$ cat src/rtl/piso_multilane.sv
// Multi-lane parallel-in/serial-out serialiser: a WIDTH-bit word is accepted over valid/ready
// and sent as LANES-bit beats with first/last framing, followed by EXTRA_BITS idle cycles.
module piso_multilane #(
    parameter int unsigned WIDTH      = 42,
    parameter int unsigned LANES      = 2,
    parameter int unsigned EXTRA_BITS = 3,
    parameter bit          MSB_FIRST  = 1'b0
) (
    input  logic             clk,
    input  logic             rst,
    input  logic [WIDTH-1:0] din,
    input  logic             din_valid,
    output logic             din_ready,
    output logic [LANES-1:0] sdata,
    output logic             sframe,
    output logic             sfirst,
    output logic             slast,
    output logic             busy
);

    localparam int unsigned BEATS    = (WIDTH + LANES - 1) / LANES;
    localparam int unsigned PW       = BEATS * LANES;
    localparam int unsigned BW       = $clog2(BEATS + 1);
    localparam int unsigned GW       = (EXTRA_BITS > 0) ? $clog2(EXTRA_BITS + 1) : 1;
    localparam int unsigned GAP_LAST = (EXTRA_BITS > 0) ? EXTRA_BITS - 1 : 0;
    localparam bit          NO_GAP   = (EXTRA_BITS == 0);

    typedef enum logic [1:0] {
        S_IDLE  = 2'd0,
        S_SHIFT = 2'd1,
        S_GAP   = 2'd2
    } state_e;

    state_e           state_q, state_d;
    logic [BW-1:0]    beat_q, beat_d;
    logic [GW-1:0]    gap_q, gap_d;
    logic [PW-1:0]    sr_q, sr_d;
    logic [LANES-1:0] sdata_q, sdata_d;
    logic             sframe_q, sframe_d;
    logic             sfirst_q, sfirst_d;
    logic             slast_q, slast_d;
    logic             busy_q, busy_d;

    logic last_beat_c;
    logic last_gap_c;
    logic accept_c;

    // Chunk presented on the current beat: low end for LSB-first, high end for MSB-first.
    function automatic logic [LANES-1:0] head(input logic [PW-1:0] v);
        if (MSB_FIRST) begin
            return v[PW-1 -: LANES];
        end
        return v[LANES-1:0];
    endfunction

    function automatic logic [PW-1:0] advance(input logic [PW-1:0] v);
        if (MSB_FIRST) begin
            return v << LANES;
        end
        return v >> LANES;
    endfunction

    assign last_beat_c = (state_q == S_SHIFT) && (beat_q == BW'(BEATS - 1));
    assign last_gap_c  = (state_q == S_GAP) && (gap_q == GW'(GAP_LAST));
    assign din_ready   = !rst && ((state_q == S_IDLE)
                                  || (last_beat_c && NO_GAP)
                                  || last_gap_c);
    assign accept_c    = din_valid && din_ready;

    // State register
    always_ff @(posedge clk) begin
        if (rst) begin
            state_q <= S_IDLE;
        end else begin
            state_q <= state_d;
        end
    end

    // Next-state logic
    always_comb begin
        state_d = state_q;
        case (state_q)
            S_IDLE: begin
                if (accept_c) begin
                    state_d = S_SHIFT;
                end
            end
            S_SHIFT: begin
                if (last_beat_c) begin
                    if (!NO_GAP) begin
                        state_d = S_GAP;
                    end else if (accept_c) begin
                        state_d = S_SHIFT;
                    end else begin
                        state_d = S_IDLE;
                    end
                end
            end
            S_GAP: begin
                if (last_gap_c) begin
                    state_d = accept_c ? S_SHIFT : S_IDLE;
                end
            end
            default: state_d = S_IDLE;
        endcase
    end

    // Datapath and registered output values, derived from the state being entered
    always_comb begin
        sr_d     = sr_q;
        beat_d   = '0;
        gap_d    = '0;
        sdata_d  = '0;
        sframe_d = 1'b0;
        sfirst_d = 1'b0;
        slast_d  = 1'b0;
        busy_d   = (state_d != S_IDLE);

        if (accept_c) begin
            sr_d = PW'(din);
        end else if (state_q == S_SHIFT && !last_beat_c) begin
            sr_d   = advance(sr_q);
            beat_d = beat_q + BW'(1);
        end else if (last_beat_c) begin
            sr_d = '0;
        end

        if (state_q == S_GAP && !last_gap_c) begin
            gap_d = gap_q + GW'(1);
        end

        if (state_d == S_SHIFT) begin
            sdata_d  = head(sr_d);
            sframe_d = 1'b1;
            sfirst_d = (beat_d == '0);
            slast_d  = (beat_d == BW'(BEATS - 1));
        end
    end

    always_ff @(posedge clk) begin
        if (rst) begin
            beat_q   <= '0;
            gap_q    <= '0;
            sr_q     <= '0;
            sdata_q  <= '0;
            sframe_q <= 1'b0;
            sfirst_q <= 1'b0;
            slast_q  <= 1'b0;
            busy_q   <= 1'b0;
        end else begin
            beat_q   <= beat_d;
            gap_q    <= gap_d;
            sr_q     <= sr_d;
            sdata_q  <= sdata_d;
            sframe_q <= sframe_d;
            sfirst_q <= sfirst_d;
            slast_q  <= slast_d;
            busy_q   <= busy_d;
        end
    end

    assign sdata  = sdata_q;
    assign sframe = sframe_q;
    assign sfirst = sfirst_q;
    assign slast  = slast_q;
    assign busy   = busy_q;

endmodule
$ cat config.mk
export PLATFORM = sky130hd
export DESIGN_NAME = piso_multilane
export DESIGN_NICKNAME = d
export VERILOG_FILES = /design/src/rtl/piso_multilane.sv
export SDC_FILE = /design/constraint.sdc
export NUM_CORES = 1
export LEC_CHECK = 0
export ABC_AREA = 1
export CAP_MARGIN = 40
export CORE_MARGIN = 2
export CORE_UTILIZATION = 40
export CTS_BUF_LIST = sky130_fd_sc_hd__clkbuf_8
export CTS_CLUSTER_DIAMETER = 50
export CTS_CLUSTER_SIZE = 40
export DETAILED_ROUTE_END_ITERATION = 8
export PLACE_DENSITY = 0.65
export SLEW_MARGIN = 15
export SYNTH_ARGS = -nofsm -noshare
export SYNTH_HDL_FRONTEND = slang
export SYNTH_SLANG_ARGS = --single-unit
$ cat constraint.sdc
create_clock -name clk -period 1.4 [get_ports clk]
set_input_delay 0.21 -clock clk [delete_from_list [all_inputs] [get_ports clk]]
set_output_delay 0.21 -clock clk [all_outputs]
set_load 0.02 [all_outputs]
After elaboration in Yosys (flattened, before gate mapping)
Index checks and enable logic that the tools add are counted.
- bits in registers: 57
- latch bits: 0
- RAM bits: 0
- bits in read-only memories: 0
- input port bits: 45
- output and inout bits: 7
- word-level logic and storage cells: 47
- memories: 0
- add/subtract/negate cells: 2
- multipliers: 0
- divide/modulo/power cells: 0
- order comparisons: 0
- equality and inequality tests: 6
- shift-type cells: 0
- multiplexer cells: 11
- bitwise operators: 2
- reductions and logical operators: 16
- operator list (operator ; number):
    42-bit 2-to-1 mux ; 3
    5-bit == test, second input constant ; 2
    5-bit 2-to-1 mux ; 2
    1-bit logical AND ; 6
    2-bit 2-to-1 mux ; 3
    2-bit one-hot mux with 3 select lines ; 1
    5-bit by 1-bit adder with 5-bit output, second input constant ; 1
    5-bit zero test ; 1
    2-bit by 1-bit == test with 1-bit output, second input constant ; 2
    2-bit == test, second input constant ; 2
    2-bit OR reduction ; 2
    1-bit zero test ; 3
    3-bit nonzero test ; 1
    2-bit by 1-bit adder with 2-bit output, second input constant ; 1
    2-bit zero test ; 1
    1-bit 2-to-1 mux ; 2
    1-bit NOT ; 2
    2-bit nonzero test ; 1
    1-bit logical OR ; 1

Depth between registers and ports, before layout
Gate-level depths: netlist of run 1.
- depth in word-level cells: 11
- gate-level depth with buffers: 10
- gate-level depth less buffers: 9

Least setup slack after synthesis of run 1
OpenSTA, ideal clock, no wires.
- path type: flip-flop to output port
- from: register gap_q[0]
- to: output port din_ready
- arrival time: 1.485 ns
- required time: 1.190 ns
- setup slack: -0.295 ns
- cell stages (with the launch flop): 8
- cells stage by stage: dfxtp_1 -> inv_1 -> ha_1 -> inv_1 -> nand2_1 -> clkbuf_1 -> inv_1 -> nor3_1
- word-level cells in the longest chain between the ends: 4
- RTL lines (element ; line ; RTL):
    from (decl) ; 36 ; logic [GW-1:0] gap_q, gap_d;
    from (signal assigned) ; 152 ; gap_q <= gap_d;
    2-bit == test ; 64 ; assign last_gap_c = (state_q == S_GAP) && (gap_q == GW'(GAP_LAST));
    1-bit logical AND ; 64 ;
    1-bit logical OR ; 67 ; || last_gap_c);
    1-bit logical AND ; 65 ; assign din_ready = !rst && ((state_q == S_IDLE)
    to (decl) ; 13 ; output logic din_ready,
No other way between the ends.

Worst setup path after layout of run 1
Ends and elaborated chain as after synthesis.

==> results of run 1 <==
==> power by group <==
part	leakage [nW]	internal, W	switching (W)
sequential	0.466	0.00170	0.0000388
combinational	1.20	0.000311	0.000345
clock	0.110	0.000985	0.000656
==> Yosys cell counts <==
master    instances
ha_1              3
nor2_4            2
nand4_1          44
nor3_1            2
clkbuf_1         13
nor2_2            1
o22ai_1           1
xor2_1            1
buf_1             1
nand2_1          61
nand2_2           1
a21oi_1           2
nand3_1          45
o211ai_1          1
buf_4             4
clkinv_1          1
inv_2             4
dfxtp_1          57
nor2_1          133
inv_1            53
buf_2            14
==> cell type report <==
class	count	area, um^2	area share [%]
multi-input cells	297	1480	36.9
inverters	58	218	5.44
clock inverters	7	86.3	2.16
clock buffers	9	124	3.09
repair buffers	80	832	20.8
well taps	96	120	3.00
flip-flops and latches	57	1150	28.6
==> logic make-up after synthesis <==
| kind of cell | Yosys count | synth area share (%) |
|---|---|---|
| DFF | 57 | 40.0 |
| adders and majority gates | 3 | 1.31 |
| AOI/OAI and AO/OA | 4 | 0.833 |
| xor gates and xnor gates | 1 | 0.307 |
| and+or+nand+nor | 289 | 44.6 |
| buffers and inverters | 90 | 13.0 |
==> worst max path at each step <==
stage | endpoint | slack [ps] | depth (start not counted)
after CTS | din_ready | -40 | 7
final | din_ready | -20 | 7
after floorplan | din_ready | 20 | 7
after global routing | sr_q[28] | -100 | 10
after detailed placement | din_ready | -190 | 7
after global placement | din_ready | -170 | 7
==> critical path, stage by stage, from the launching register on <==
cell and delay, ps:
dfxtp_2 320, inv_2 50, ha_4 120, inv_2 30, nand2_2 70, inv_2 50, nor3_4 110, buf_6 140
==> flip-flops by register name, summed over array words and instances, names as in the netlist <==
register and flops:
sr_q 42, busy 1, slast 1, sframe 1, state_q 2, sdata 2, beat_q 5, sfirst 1
gap_q 2
==> per-layer routing <==
layer  share of wire (%)  global-route usage [%]
met1                  47                    23.8
met4                 1.1                    7.71
met2                  49                    31.4
met3                 3.2                    2.89
met5                   0                       0
==> stage by stage <==
stage | setup slack [ps] | utilization, % | setup TNS [ps]
after floorplan | 18.9 | - | 0
after global placement | -169 | 51.9 | -3300
after detailed placement | -190 | 51.9 | -4880
after CTS | -44.7 | 56.4 | -55.6
after global routing | -101 | 58.3 | -2950
final | -24.4 | 58.3 | -24.5
==> timing repair <==
item                                    CTS  global route
gates resized for setup                  37            21
gates cloned                              1             3
endpoints found under the setup margin   56            49
pin swaps                                 4             6
==> flow_summary.json, run 1 <==
{
  "status": "finished with violations",
  "violations": "negative setup slack",
  "die_h_um": 88.5,
  "wl_um": 7320,
  "startpoint_type": "flip-flop",
  "finalCritPeriodShare_pct": 102,
  "rsz0062_at_grt": "yes",
  "die_w_um": 88.5,
  "layout_common_cells": "120 x nor2_1, 56 x nand2_1, 53 x dfxtp_1",
  "dieArea_um2": 7830,
  "power_w": 0.00404,
  "path_class": "flip-flop to output port",
  "std_cell_rows": 30,
  "synth_area_leaders": "dfxtp_1 40%, nor2_1 17%, nand4_1 9.6%, nand2_1 8.0%, nand3_1 7.9%",
  "grt-ovfl-total": 0,
  "cts_tree": "built",
  "crit_start": "gap_q[0]",
  "yosysSeqAreaShare_pct": 40.0,
  "grt_pass1_wl_um": 11500,
  "relSlewSlack_pct": 78.8,
  "clk_pin_slew_ps": 70,
  "peakVddDrop_uv": 562,
  "start_util_pct": 41.6,
  "yosysWarnings": 0,
  "max_cap_viol_count": 0,
  "drtIter0Drc": 84,
  "viasPerCell": 4.75,
  "setup_viol": 2,
  "powerDensity_nw_per_um2": 1010,
  "worstPathRequired_ps": 1190,
  "dr.pass1.iters": 4,
  "grt_pass1_vias": 2597,
  "ant_nets": 0,
  "synth.distinct_cells": 21,
  "clk_latency_ps": 330,
  "clockBufferDepth": 2,
  "synthDominantCellAreaShare_pct": 40.0,
  "tightest_slew_ps": 317,
  "port_buffers": 51,
  "hold_violations": 0,
  "wl_per_cell_um": 12.1,
  "drive_above_1_share_pct": 16.9,
  "track_usage_pct": 18.6,
  "period_needed_ps": 1420,
  "htree_levels": 3,
  "hold_end": "sr_q[39]",
  "vias": 2871,
  "r2r_slack_ps": 0,
  "fin_area_um2": 4000,
  "grt_max_degree": 30,
  "cts_inserted_buffers": 9,
  "synth_top_area_cell": "dfxtp_1",
  "hold_path.class": "input pin to flip-flop",
  "drcViolationCount": 0,
  "antenna_found_initial": 0,
  "syn_area_um2": 2860,
  "cts_sinks": 57,
  "boundaryPins": 52,
  "drv_slew": 0,
  "hold_depth": 3,
  "skew_ps": 10.6,
  "core-area_um2": 6870,
  "cts-hold-fix-buffers": 0,
  "ys_seq_elements": 57,
  "synth.avg_cell_area_um2": 6.43,
  "r2r_cells": 11,
  "endpoint_kind": "output port",
  "dpl.hpwl_um": 4570,
  "syn_to_final_growth_pct": 40.2,
  "final_cells": 604,
  "dpl.cell_count": 584,
  "gp_congestion": 0.769,
  "max_clock_freq_ghz": 0.702,
  "setup_ws_ps": -24.4,
  "fill_cells": 665,
  "syn_nets": 492,
  "cp_max_fo": 2,
  "hold_start": "rst",
  "crit_arrival_ps": 1210,
  "final_nets": 551,
  "rr_startpoint": "gap_q[0]",
  "antenna_cells": 0,
  "final_common_cell": "nor2_1",
  "cts-root-buf": "clkbuf_8",
  "synthCells": 444,
  "power_leakage_nw": 1.78,
  "post_cts_buffers": 0,
  "rr_endpoint": "sr_q[1]",
  "placed_cell_area_um2": 3560,
  "fin_hold_ws_ps": 391
}
(Power assumes the default switching activity.)
==> inputs of run 2 (changes only) <==
--- a/config.mk
+++ b/config.mk
@@ -8,12 +8,12 @@
 export ABC_AREA = 1
 export CAP_MARGIN = 40
 export CORE_MARGIN = 2
-export CORE_UTILIZATION = 40
+export CORE_UTILIZATION = 30
 export CTS_BUF_LIST = sky130_fd_sc_hd__clkbuf_8
 export CTS_CLUSTER_DIAMETER = 50
 export CTS_CLUSTER_SIZE = 40
 export DETAILED_ROUTE_END_ITERATION = 8
-export PLACE_DENSITY = 0.65
+export PLACE_DENSITY = 0.51
 export SLEW_MARGIN = 15
 export SYNTH_ARGS = -nofsm -noshare
 export SYNTH_HDL_FRONTEND = slang
==> run 2 against run 1 <==
  * The flow still finishes with violations (negative setup slack)
  * Clock-buffer cell count increased by 1
  * Power fell by 6.7%
  * Combinational power is 12% higher
  * Clock skew decreased by 1.5 ps
  * Clock power shrank 21%
  * Sequential share of layout area down 1.1 points
  * Via count is 0.80% higher
  * Cell area rose by 4.0%
  * Utilization fell by 13 points
  * First-iteration DRC count increased by 6.0%
  * Non-clock buffer count rose by 3
  * Critical endpoint is now sr_q[41]
==> flow_summary.json, run 2 (same netlist as run 1, synthesis figures left out) <==
{
  "status": "finished with violations",
  "violations": "negative setup slack",
  "period_needed_ps": 1470,
  "finalCritPeriodShare_pct": 105,
  "crit_arrival_ps": 1730,
  "worstPathRequired_ps": 1660,
  "top_usage_layer": "met2",
  "std_cell_rows": 35,
  "grt_use_met1_pct": 20.0,
  "fill_cells": 966,
  "dr.pass1.iters": 4,
  "max_cap_viol_count": 0,
  "final_common_cell": "nor2_1",
  "endpoint_kind": "flip-flop",
  "grtUsageMet2_pct": 25.5,
  "setup_viol": 17,
  "rr_endpoint": "sr_q[41]",
  "drive_above_1_share_pct": 21.4,
  "hold_start": "rst",
  "rr_startpoint": "gap_q[0]",
  "grt_max_degree": 31,
  "rsz0062_at_grt": "yes",
  "viasPerCell": 4.53,
  "wl_per_cell_um": 12.3,
  "clockBufferDepth": 2,
  "track_usage_pct": 15.5,
  "path_class": "flip-flop to flip-flop",
  "hold_violations": 0,
  "startpoint_type": "flip-flop",
  "syn_to_final_growth_pct": 45.8,
  "dp_slack_ps": -226,
  "dpl.hpwl_um": 4790,
  "hold_end": "sr_q[33]",
  "skew_ps": 9.14,
  "drtIter0Drc": 89,
  "die_w_um": 102,
  "register_area_um2": 1150,
  "grt-ovfl-total": 0,
  "gp_congestion": 0.745,
  "hold_depth": 3,
  "dieArea_um2": 10300,
  "clk_latency_ps": 330,
  "ant_nets": 0,
  "setup_ws_ps": -70.6,
  "cp_max_fo": 10,
  "clk_pin_slew_ps": 60,
  "placed_cell_area_um2": 3600,
  "tightest_slew_ps": 336,
  "start_util_pct": 30.9,
  "layout_common_cells": "101 x nor2_1, 56 x nand2_1, 53 x dfxtp_1",
  "vias": 2894,
  "cts_tree": "built",
  "fin_hold_ws_ps": 399,
  "grt_pass1_vias": 2758,
  "grt_pass1_wl_um": 12700,
  "core-area_um2": 9240,
  "cts-root-buf": "clkbuf_8",
  "fin_area_um2": 4160,
  "hold_path.class": "input pin to flip-flop",
  "drcViolationCount": 0,
  "wl_um": 7890,
  "multi_input_area_um2": 1610,
  "power_w": 0.00377,
  "top_regs": "sr_q: 42 flops, beat_q: 5 flops",
  "htree_levels": 3,
  "gr-usage-met3_pct": 3.24,
  "cts-hold-fix-buffers": 0,
  "antenna_found_initial": 0,
  "cts_sinks": 57,
  "boundaryPins": 52,
  "r2r_cells": 12,
  "drv_slew": 0,
  "powerDensity_nw_per_um2": 905,
  "max_clock_freq_ghz": 0.680,
  "peakVddDrop_uv": 346,
  "final_nets": 554,
  "power_leakage_nw": 1.77,
  "die_h_um": 102,
  "r2r_slack_ps": -70,
  "largest_reg_flops": 42,
  "largest_register": "sr_q",
  "cts_inserted_buffers": 9,
  "port_buffers": 51,
  "antenna_cells": 0,
  "relSlewSlack_pct": 77.6
}
## run 2: cell types whose count changed in the layout (fill, tap and decap cells not counted), moves of 3 or more
cell and delta:
nor2_1 -19, nand2_2 -3, nor2_2 +8, nor2_4 +11
## run 2: worst max path at each step
stage / from / slack [ps] / endpoint / cells after the start
global placement: gap_q[0] / -210 / din_ready / 7
detailed placement: gap_q[0] / -230 / din_ready / 7
global route: gap_q[0] / -160 / sr_q[38] / 12
CTS: gap_q[0] / -60 / sr_q[41] / 12
floorplan: gap_q[0] / 20 / din_ready / 7
finish: gap_q[0] / -70 / sr_q[41] / 12
## run 2: final cells by class
cell class	instances	share of cell area, %
sequential	57	27.5
multi-input combinational	297	38.6
clock inverter	5	0.571
timing repair buffer	83	20.9
inverter	58	5.23
clock buffer	10	3.31
tap	129	3.88
## run 2: stage by stage
stage	TNS (ps)	utilization, %	instances
after floorplan	0	-	444
after global placement	-4930	39.0	618
after detailed placement	-5700	39.0	618
after CTS	-816	42.4	635
after global routing	-3810	45.1	639
final	-623	45.1	639
## run 2: worst max-delay path, cell delays in order, from the launching register on
cell	delay (ps)
dfxtp_2	330
inv_2	40
ha_4	140
inv_2	50
nand2_4	50
buf_6	120
nand3_4	80
nand2_8	90
buf_12	140
buf_8	140
inv_2	50
nand2_1	50
a21oi_2	110
## run 2: power by group
group	internal [W]	leakage, nW	total (W)	switching (W)
sequential	0.00170	0.466	0.00174	0.0000396
clock	0.000661	0.0929	0.00129	0.000632
combinational	0.000346	1.21	0.000735	0.000389
total	0.00271	1.77	0.00377	0.00106
## run 2: timing repair
item | in CTS | in global routing
gates cloned | 1 | 3
endpoints found under the hold margin | 0 | 0
gates resized for setup | 43 | 55
setup endpoints to repair | 56 | 49
pin swaps | 5 | 11
buffers inserted | 2 | 1
## run 2: routing by layer
layer	part of all wire, %	wire, um	vias to the layer above
met1	49	3840	1312
met2	46	3610	58
met3	4.4	347	8
met4	1.2	95	0
met5	0	0	-
li1	-	-	1516
